===== config.mk =====
export PLATFORM = sky130hd
export DESIGN_NAME = fetch_stage_ctrl_flat
export DESIGN_NICKNAME = d
export VERILOG_FILES = /design/src/rtl/fetch_stage_ctrl_if.sv /design/src/rtl/fetch_stage_ctrl.sv /design/src/flat_wrapper.sv
export SDC_FILE = /design/constraint.sdc
export NUM_CORES = 1
export LEC_CHECK = 0
export ABC_AREA = 1
export BUFFER_PORTS_ARGS = -buffer_cell sky130_fd_sc_hd__buf_2
export CAP_MARGIN = 30
export CORE_MARGIN = 2
export CORE_UTILIZATION = 40
export CTS_BUF_LIST = sky130_fd_sc_hd__clkbuf_8
export CTS_CLUSTER_SIZE = 14
export DETAILED_ROUTE_END_ITERATION = 6
export PLACE_DENSITY = 0.7
export RECOVER_POWER = 100
export SLEW_MARGIN = 40
export SYNTH_ARGS = -nofsm -noshare
export SYNTH_HDL_FRONTEND = slang
export SYNTH_SLANG_ARGS = --single-unit

===== constraint.sdc =====
create_clock -name clk -period 3.9 [get_ports clk]
set_input_delay 0 -clock clk [delete_from_list [all_inputs] [get_ports clk]]
set_output_delay 0 -clock clk [all_outputs]
set_load 0.1 [all_outputs]

===== src/rtl/fetch_stage_ctrl_if.sv =====
// Fetch-stage bundle: hazard commands, redirect, instruction memory port
// and the IF/ID / PC state seen by decode.
interface fetch_stage_ctrl_if #(
  parameter int unsigned ADDR_W  = 32,
  parameter int unsigned INSTR_W = 32
);
  localparam int unsigned CNT_W = 32;

  logic               pc_write;
  logic               ifid_write;
  logic               ifid_flush;
  logic               redirect_valid;
  logic [ADDR_W-1:0]  redirect_target;
  logic [ADDR_W-1:0]  imem_addr;
  logic [INSTR_W-1:0] imem_rdata;
  logic [ADDR_W-1:0]  pc;
  logic [ADDR_W-1:0]  ifid_pc;
  logic [INSTR_W-1:0] ifid_instr;
  logic               ifid_valid;
  logic               redirect_pending;
  logic [CNT_W-1:0]   stall_cnt;
  logic [CNT_W-1:0]   flush_cnt;

  // Environment side: hazard unit, EX redirect, instruction memory, decode
  modport master (
    output pc_write, ifid_write, ifid_flush, redirect_valid, redirect_target, imem_rdata,
    input  imem_addr, pc, ifid_pc, ifid_instr, ifid_valid, redirect_pending,
           stall_cnt, flush_cnt
  );

  // Fetch controller side
  modport slave (
    input  pc_write, ifid_write, ifid_flush, redirect_valid, redirect_target, imem_rdata,
    output imem_addr, pc, ifid_pc, ifid_instr, ifid_valid, redirect_pending,
           stall_cnt, flush_cnt
  );
endinterface


===== src/rtl/fetch_stage_ctrl.sv =====
// Fetch stage controller: owns PC, IF/ID register and a one-deep latch for
// redirects that arrive while the PC is stalled.
// Optional build macro FETCH_PERF_EN adds saturating stall/flush counters.
module fetch_stage_ctrl #(
  parameter int unsigned        ADDR_W    = 32,
  parameter int unsigned        INSTR_W   = 32,
  parameter logic [ADDR_W-1:0]  RESET_PC  = '0,
  parameter int unsigned        PC_STEP   = 4,
  parameter logic [INSTR_W-1:0] NOP_INSTR = INSTR_W'(32'h0000_0013)
) (
  input logic              clk,
  input logic              rst,
  fetch_stage_ctrl_if.slave bus
);

  localparam int unsigned CNT_W = 32;

  logic [ADDR_W-1:0]  pc_q, pc_d;
  logic               pend_q, pend_d;
  logic [ADDR_W-1:0]  pend_tgt_q, pend_tgt_d;
  logic [ADDR_W-1:0]  ifid_pc_q, ifid_pc_d;
  logic [INSTR_W-1:0] ifid_instr_q, ifid_instr_d;
  logic               ifid_valid_q, ifid_valid_d;

  // PC next-state: live redirect, then pending redirect, then sequential step
  always_comb begin
    pc_d       = pc_q;
    pend_d     = pend_q;
    pend_tgt_d = pend_tgt_q;
    if (bus.redirect_valid && bus.pc_write) begin
      pc_d   = bus.redirect_target;
      pend_d = 1'b0;
    end else if (bus.redirect_valid) begin
      pend_tgt_d = bus.redirect_target;
      pend_d     = 1'b1;
    end else if (pend_q && bus.pc_write) begin
      pc_d   = pend_tgt_q;
      pend_d = 1'b0;
    end else if (bus.pc_write) begin
      pc_d = pc_q + ADDR_W'(PC_STEP);
    end
  end

  // IF/ID next-state: flush wins; a fetch under any redirect is wrong-path
  always_comb begin
    ifid_pc_d    = ifid_pc_q;
    ifid_instr_d = ifid_instr_q;
    ifid_valid_d = ifid_valid_q;
    if (bus.ifid_flush) begin
      ifid_instr_d = NOP_INSTR;
      ifid_valid_d = 1'b0;
    end else if (bus.ifid_write) begin
      ifid_instr_d = bus.imem_rdata;
      ifid_pc_d    = pc_q;
      ifid_valid_d = !(bus.redirect_valid || pend_q);
    end
  end

  // State registers
  always_ff @(posedge clk or negedge rst) begin
    if (!rst) begin
      pc_q         <= RESET_PC;
      pend_q       <= 1'b0;
      pend_tgt_q   <= '0;
      ifid_pc_q    <= '0;
      ifid_instr_q <= NOP_INSTR;
      ifid_valid_q <= 1'b0;
    end else begin
      pc_q         <= pc_d;
      pend_q       <= pend_d;
      pend_tgt_q   <= pend_tgt_d;
      ifid_pc_q    <= ifid_pc_d;
      ifid_instr_q <= ifid_instr_d;
      ifid_valid_q <= ifid_valid_d;
    end
  end

`ifdef FETCH_PERF_EN
  logic [CNT_W-1:0] stall_cnt_q, stall_cnt_d;
  logic [CNT_W-1:0] flush_cnt_q, flush_cnt_d;

  // Saturating event counters
  always_comb begin
    stall_cnt_d = stall_cnt_q;
    flush_cnt_d = flush_cnt_q;
    if (!bus.pc_write && (stall_cnt_q != '1)) stall_cnt_d = stall_cnt_q + CNT_W'(1);
    if (bus.ifid_flush && (flush_cnt_q != '1)) flush_cnt_d = flush_cnt_q + CNT_W'(1);
  end

  // Counter registers
  always_ff @(posedge clk or negedge rst) begin
    if (!rst) begin
      stall_cnt_q <= '0;
      flush_cnt_q <= '0;
    end else begin
      stall_cnt_q <= stall_cnt_d;
      flush_cnt_q <= flush_cnt_d;
    end
  end

  assign bus.stall_cnt = stall_cnt_q;
  assign bus.flush_cnt = flush_cnt_q;
`else
  assign bus.stall_cnt = CNT_W'(0);
  assign bus.flush_cnt = CNT_W'(0);
`endif

  assign bus.imem_addr        = pc_q;
  assign bus.pc               = pc_q;
  assign bus.ifid_pc          = ifid_pc_q;
  assign bus.ifid_instr       = ifid_instr_q;
  assign bus.ifid_valid       = ifid_valid_q;
  assign bus.redirect_pending = pend_q;

endmodule

===== src/flat_wrapper.sv =====
// flat-port wrapper written by rule: the top's interface ports become plain ports
module fetch_stage_ctrl_flat 
#(
  parameter int unsigned        ADDR_W    = 32,
  parameter int unsigned        INSTR_W   = 32,
  parameter logic [ADDR_W-1:0]  RESET_PC  = '0,
  parameter int unsigned        PC_STEP   = 4,
  parameter logic [INSTR_W-1:0] NOP_INSTR = INSTR_W'(32'h0000_0013)
)
  (clk, rst, bus_pc_write, bus_ifid_write, bus_ifid_flush, bus_redirect_valid, bus_redirect_target, bus_imem_rdata, bus_imem_addr, bus_pc, bus_ifid_pc, bus_ifid_instr, bus_ifid_valid, bus_redirect_pending, bus_stall_cnt, bus_flush_cnt);
  fetch_stage_ctrl_if #(.ADDR_W(ADDR_W), .INSTR_W(INSTR_W)) bus_i ();
  input logic clk;
  input logic rst;
  input wire logic [$bits(bus_i.pc_write)-1:0] bus_pc_write;
  input wire logic [$bits(bus_i.ifid_write)-1:0] bus_ifid_write;
  input wire logic [$bits(bus_i.ifid_flush)-1:0] bus_ifid_flush;
  input wire logic [$bits(bus_i.redirect_valid)-1:0] bus_redirect_valid;
  input wire logic [$bits(bus_i.redirect_target)-1:0] bus_redirect_target;
  input wire logic [$bits(bus_i.imem_rdata)-1:0] bus_imem_rdata;
  output wire logic [$bits(bus_i.imem_addr)-1:0] bus_imem_addr;
  output wire logic [$bits(bus_i.pc)-1:0] bus_pc;
  output wire logic [$bits(bus_i.ifid_pc)-1:0] bus_ifid_pc;
  output wire logic [$bits(bus_i.ifid_instr)-1:0] bus_ifid_instr;
  output wire logic [$bits(bus_i.ifid_valid)-1:0] bus_ifid_valid;
  output wire logic [$bits(bus_i.redirect_pending)-1:0] bus_redirect_pending;
  output wire logic [$bits(bus_i.stall_cnt)-1:0] bus_stall_cnt;
  output wire logic [$bits(bus_i.flush_cnt)-1:0] bus_flush_cnt;
  assign bus_i.pc_write = bus_pc_write;
  assign bus_i.ifid_write = bus_ifid_write;
  assign bus_i.ifid_flush = bus_ifid_flush;
  assign bus_i.redirect_valid = bus_redirect_valid;
  assign bus_i.redirect_target = bus_redirect_target;
  assign bus_i.imem_rdata = bus_imem_rdata;
  assign bus_imem_addr = bus_i.imem_addr;
  assign bus_pc = bus_i.pc;
  assign bus_ifid_pc = bus_i.ifid_pc;
  assign bus_ifid_instr = bus_i.ifid_instr;
  assign bus_ifid_valid = bus_i.ifid_valid;
  assign bus_redirect_pending = bus_i.redirect_pending;
  assign bus_stall_cnt = bus_i.stall_cnt;
  assign bus_flush_cnt = bus_i.flush_cnt;
  fetch_stage_ctrl #(.ADDR_W(ADDR_W), .INSTR_W(INSTR_W), .RESET_PC(RESET_PC), .PC_STEP(PC_STEP), .NOP_INSTR(NOP_INSTR)) u_core (.clk(clk), .rst(rst), .bus(bus_i));
endmodule

After elaboration in Yosys (flattened, before gate mapping). Cells that the tools add are included.

Flip-flop bits (word level): 130. Bits of input ports: 70. Output and inout port bits: 194. Logic and storage cells: 31.

Add/sub/neg operators: 1. Eq/ne operators: 1. Mux-type cells: 11. Bitwise gates (word level): 2. Reduce and logical (&&, ||, !) cells: 10.

Operators by type and width (number): 32-bit 2-to-1 mux (6); 32-bit by 3-bit adder with 32-bit output, second input constant (1); 2-bit AND reduction (3); 3-bit nonzero test (2); 1-bit 2-to-1 mux (5); 1-bit logical AND (2); 2-bit by 1-bit inequality test with 1-bit output, second input constant (1); 1-bit inverter (2); 2-bit nonzero test (1); 1-bit zero test (1); 1-bit logical OR (1).

Longest topological paths before layout.
Word-level depth: 5. Mapped depth: 10. Mapped depth without buffers: 10.

Worst setup path after synthesis. Ideal clock, no wire load.

Path kind: reg-to-reg. From: reg u_core.pc_q[3], in the netlist u_core.bus.imem_addr[3]. To: reg u_core.pc_q[24], in the netlist u_core.bus.imem_addr[24]. Library setup time: 125 ps. Arrival: 2125 ps. Data required time: 3775 ps. Path slack: 1649 ps. Stages on the path, launching flop included: 11. Path buffers: 0. Period minus slack after synthesis: 2251 ps. Path through: dfrtp_1 -> ha_1 -> nand2_1 -> nor2_4 -> nand2_2 -> nor2_4 -> nand2_1 -> nand2_1 -> nand3_1 -> nand2_1 -> a21oi_2.

Cells in the longest elaborated chain, start to end: 5.

RTL lines: start: declaration (line fetch_stage_ctrl.sv:18) `logic [ADDR_W-1:0] pc_q, pc_d;`; start signal: assignment (line fetch_stage_ctrl.sv:69) `pc_q <= pc_d;`; 32-bit by 3-bit adder with 32-bit output (line fetch_stage_ctrl.sv:40) `pc_d = pc_q + ADDR_W'(PC_STEP);`; 32-bit 2-to-1 mux (line fetch_stage_ctrl.sv:39) `end else if (bus.pc_write) begin`; 32-bit 2-to-1 mux (line fetch_stage_ctrl.sv:36) `end else if (pend_q && bus.pc_write) begin`; 32-bit 2-to-1 mux (line fetch_stage_ctrl.sv:33) `end else if (bus.redirect_valid) begin`; 32-bit 2-to-1 mux (line fetch_stage_ctrl.sv:30) `if (bus.redirect_valid && bus.pc_write) begin`.

No other way between the ends. The select of a mux whose other input is x is not followed. A chain may end at the register's enable or synchronous reset.

Worst setup path after layout.
From: in bus_pc_write. To: reg u_core.pend_tgt_q[31].

Cells in the longest elaborated chain, start to end: 3.

RTL lines: start: declaration (line flat_wrapper.sv:14) `input wire logic [$bits(bus_i.pc_write)-1:0] bus_pc_write;`; 1-bit logical AND (line fetch_stage_ctrl.sv:30); 1-bit inverter (no line); 2-bit AND reduction (no line); end signal: assignment (line fetch_stage_ctrl.sv:71) `pend_tgt_q <= pend_tgt_d;`; end: declaration (line fetch_stage_ctrl.sv:20) `logic [ADDR_W-1:0] pend_tgt_q, pend_tgt_d;`.

No other way between the ends.

==> results.cfg <==
[clock_tree]
clock_sinks = 130
root_buffer = clkbuf_8
htreeDepth = 4
cts_buffers = 17
clkSlewWorstSetupHoldPaths_ns = 0.08
clk_latency_ns = 0.44
cts_tree = built
post_cts_buffers = 0
clockBufferDepth = 2

[sta]
fin_crit_sh = 0.7317
setup_tns_ns = 0
fmax_ghz = 0.3504
setup_viol = 0
rsz0062_at_grt = no
period_needed_ns = 2.854
drv_slew = 143
relSlewSlack = -0.6111
worstMarginPinSlew_ns = 2.417
finalHoldViolCount = 0
fin_skew_ns = 0.009410

[global_routing]
grt_pass1_wl_um = 29860
gr-usage-met1 = 0.2865
use_met3 = 0.04242
track_usage = 0.2123
grt_pass1_vias = 5805
grt_busiest_layer = met2
antenna_found_initial = 0
grt_overflow_total = 0
use_met2 = 0.3404
grt_max_degree = 78

[power_and_ir_drop]
switching_share = 0.5458
clockPowerShare = 0.210
p_comb_frac = 0.477
pwr_density_cell_mw_per_mm2 = 639.4
power_frac_seq = 0.313
power_uw = 5417
irDropWorstVdd_v = 0.0002843
internal-power_uw = 2460
power_switching_uw = 2957
leakage_uw = 0.004226

[synth]
ys_ff_latch = 130
avgSynthCellArea_um2 = 8.385
yosys-top-cells-area = dfrtp_1 47%, buf_4 11%, nand2_1 7.6%, a21oi_1 5.1%, o21ai_0 5.1%
synth_edf_count = 0
yosysTopAreaCell = dfrtp_1
ys_top_cells_by_count = 139 x nand2_1, 127 x dfrtp_1, 97 x buf_4
yosysUniqueCellTypes = 31
syn_area_mm2 = 0.006834
synth_warnings = 0
ys.flop_type = dfrtp_1
synth_top_area_share = 0.4650
yosysMostFrequentCell = nand2_1
synth_seq_area_share = 0.4766
synthArstFlopShare = 1.000
postSynthCellCount = 815

[route]
wl_per_cell_um = 15.44
drc = 0
drt-initial-drc-count = 502
via_per_inst = 4.864
postRouteAntennaNets = 0
num_vias = 6211
wl_um = 19720
first_pass_iters = 5

[floorplan]
fp.coreArea_mm2 = 0.01664
rows = 47
ios = 264
dieArea_mm2 = 0.01815
initial_core_util = 0.4106
fp.dieH_um = 134.7
die_x_um = 134.7

[placed_design]
dp.cells = 1172
io_buffers = 199
hpwlAfterDp_um = 13740
placed_area_mm2 = 0.007536
place_congestion = 0.8885

[cells_and_area]
layout.nets = 1116
layout-drive-gt1-share = 0.1202
final_cells = 1277
antenna_cells = 0
fin_area_mm2 = 0.008473
synthToLayoutAreaGrowth_pct = 23.98

[worst_setup_path]
r2r_slack_ns = 1.71
crit_type = in -> reg
critPathArrivalTime_ns = 3.18
r2r_end = u_core.bus.imem_addr[8]
worst-r2r-cell-count = 6
rr_startpoint = u_core.bus.redirect_pending
crit_fanout = 44
crit_required_ns = 4.23
end_kind = register
setup.worst_path.start_class = input port

[worst_hold_path]
hp-class = in -> reg
min_from = bus_ifid_flush
min_path_cells = 3
hold_path_end = u_core.bus.ifid_instr[18]

[run_status]
violations = max-capacitance violations, max-slew violations
outcome = finished, violations left

[job]
cap_violations = 2
layer usage:
metal  wire (µm)  up-vias
li1            -     2960
met1        8753     2937
met2        9226      290
met3        1375       24
met4         367        0
met5           0        -
flip-flops by register name, indices dropped and copies added (netlist names):
name / cells
u_core.bus.ifid_instr: 32
u_core.bus.ifid_pc: 32
u_core.bus.ifid_valid: 1
u_core.bus.imem_addr: 32
u_core.bus.redirect_pending: 1
u_core.pend_tgt_q: 32
power by group through the flow:
stage                     clock network [µW]  logic, µW  registers [µW]
after floorplan                            0       1290            2680
after global placement                     0       2570            1700
after detailed placement                   0       2580            1710
after CTS                               1180       2640            1690
after global routing                    1240       2700            1720
final                                   1140       2580            1690
repair_timing:
action	CTS	global route
endpoints found under the hold margin	172	0
hold buffers	74	0
gates resized for setup	0	0
how the worst max path moves through the flow:
stage	startpoint	endpoint
2_1_floorplan	u_core.bus.imem_addr[3]	u_core.bus.imem_addr[24]
3_3_place_gp	bus_pc_write	u_core.pend_tgt_q[31]
3_5_place_dp	bus_pc_write	u_core.pend_tgt_q[31]
4_1_cts	bus_pc_write	u_core.pend_tgt_q[31]
5_1_grt	bus_pc_write	u_core.bus.imem_addr[9]
6_report	bus_pc_write	u_core.pend_tgt_q[31]
critical path, cell delays in order:
cell and delay (ns):
dlygate4sd3_1 0.52, clkbuf_1 0.71, inv_2 0.58, nand2_2 0.57, buf_4 0.41, mux2_2 0.38
metrics by stage:
stage	hold WS, ns	util	setup slack (ns)
5_1_grt	0.1615	0.5091	0.8116
4_1_cts	0.0006954	0.5210	1.677
2_1_floorplan	-0.2956	-	1.649
3_3_place_gp	0.2175	0.4526	1.750
6_report	0.1364	0.5091	1.046
3_5_place_dp	0.07576	0.4528	1.717
final cells by class:
cell class              instances  area (µm²)
fillers                      1638        8169
flip-flops and latches        130        3257
multi-input cells             539        2643
repair buffers                280        1615
inverters                      77       289.0
well taps                     220       275.3
clock buffers                  19       261.5
clock inverters                12       132.6
cell usage in the layout (no fill, tap or decap), types with 4 or more instances in the layout:
master	count
nor2_2	5
clkbuf_1	135
conb_1	64
inv_1	74
nand2_1	138
nor2_4	6
nor2_1	72
nand2_2	5
xor2_1	6
dlygate4sd3_1	74
o21ai_0	70
a22oi_1	15
buf_4	5
o221ai_1	4
clkbuf_8	19
buf_2	65
dfrtp_1	127
a21oi_1	74
nand3_1	37
a22o_1	30
cells by family after synthesis:
| logic type | after synthesis | synth area share |
|---|---|---|
| AO/OA/AOI/OAI | 200 | 0.1767 |
| XOR/XNOR | 6 | 0.007689 |
| AND/OR/NAND/NOR | 267 | 0.1651 |
| other | 1 | 0.0005487 |
| buffers and inverters | 209 | 0.1699 |
| multiplexers | 1 | 0.001648 |
| flip-flops | 130 | 0.4766 |
| adder cells (fa/ha/maj) | 1 | 0.001831 |
Note: power is estimated with default switching activity, not from simulation.
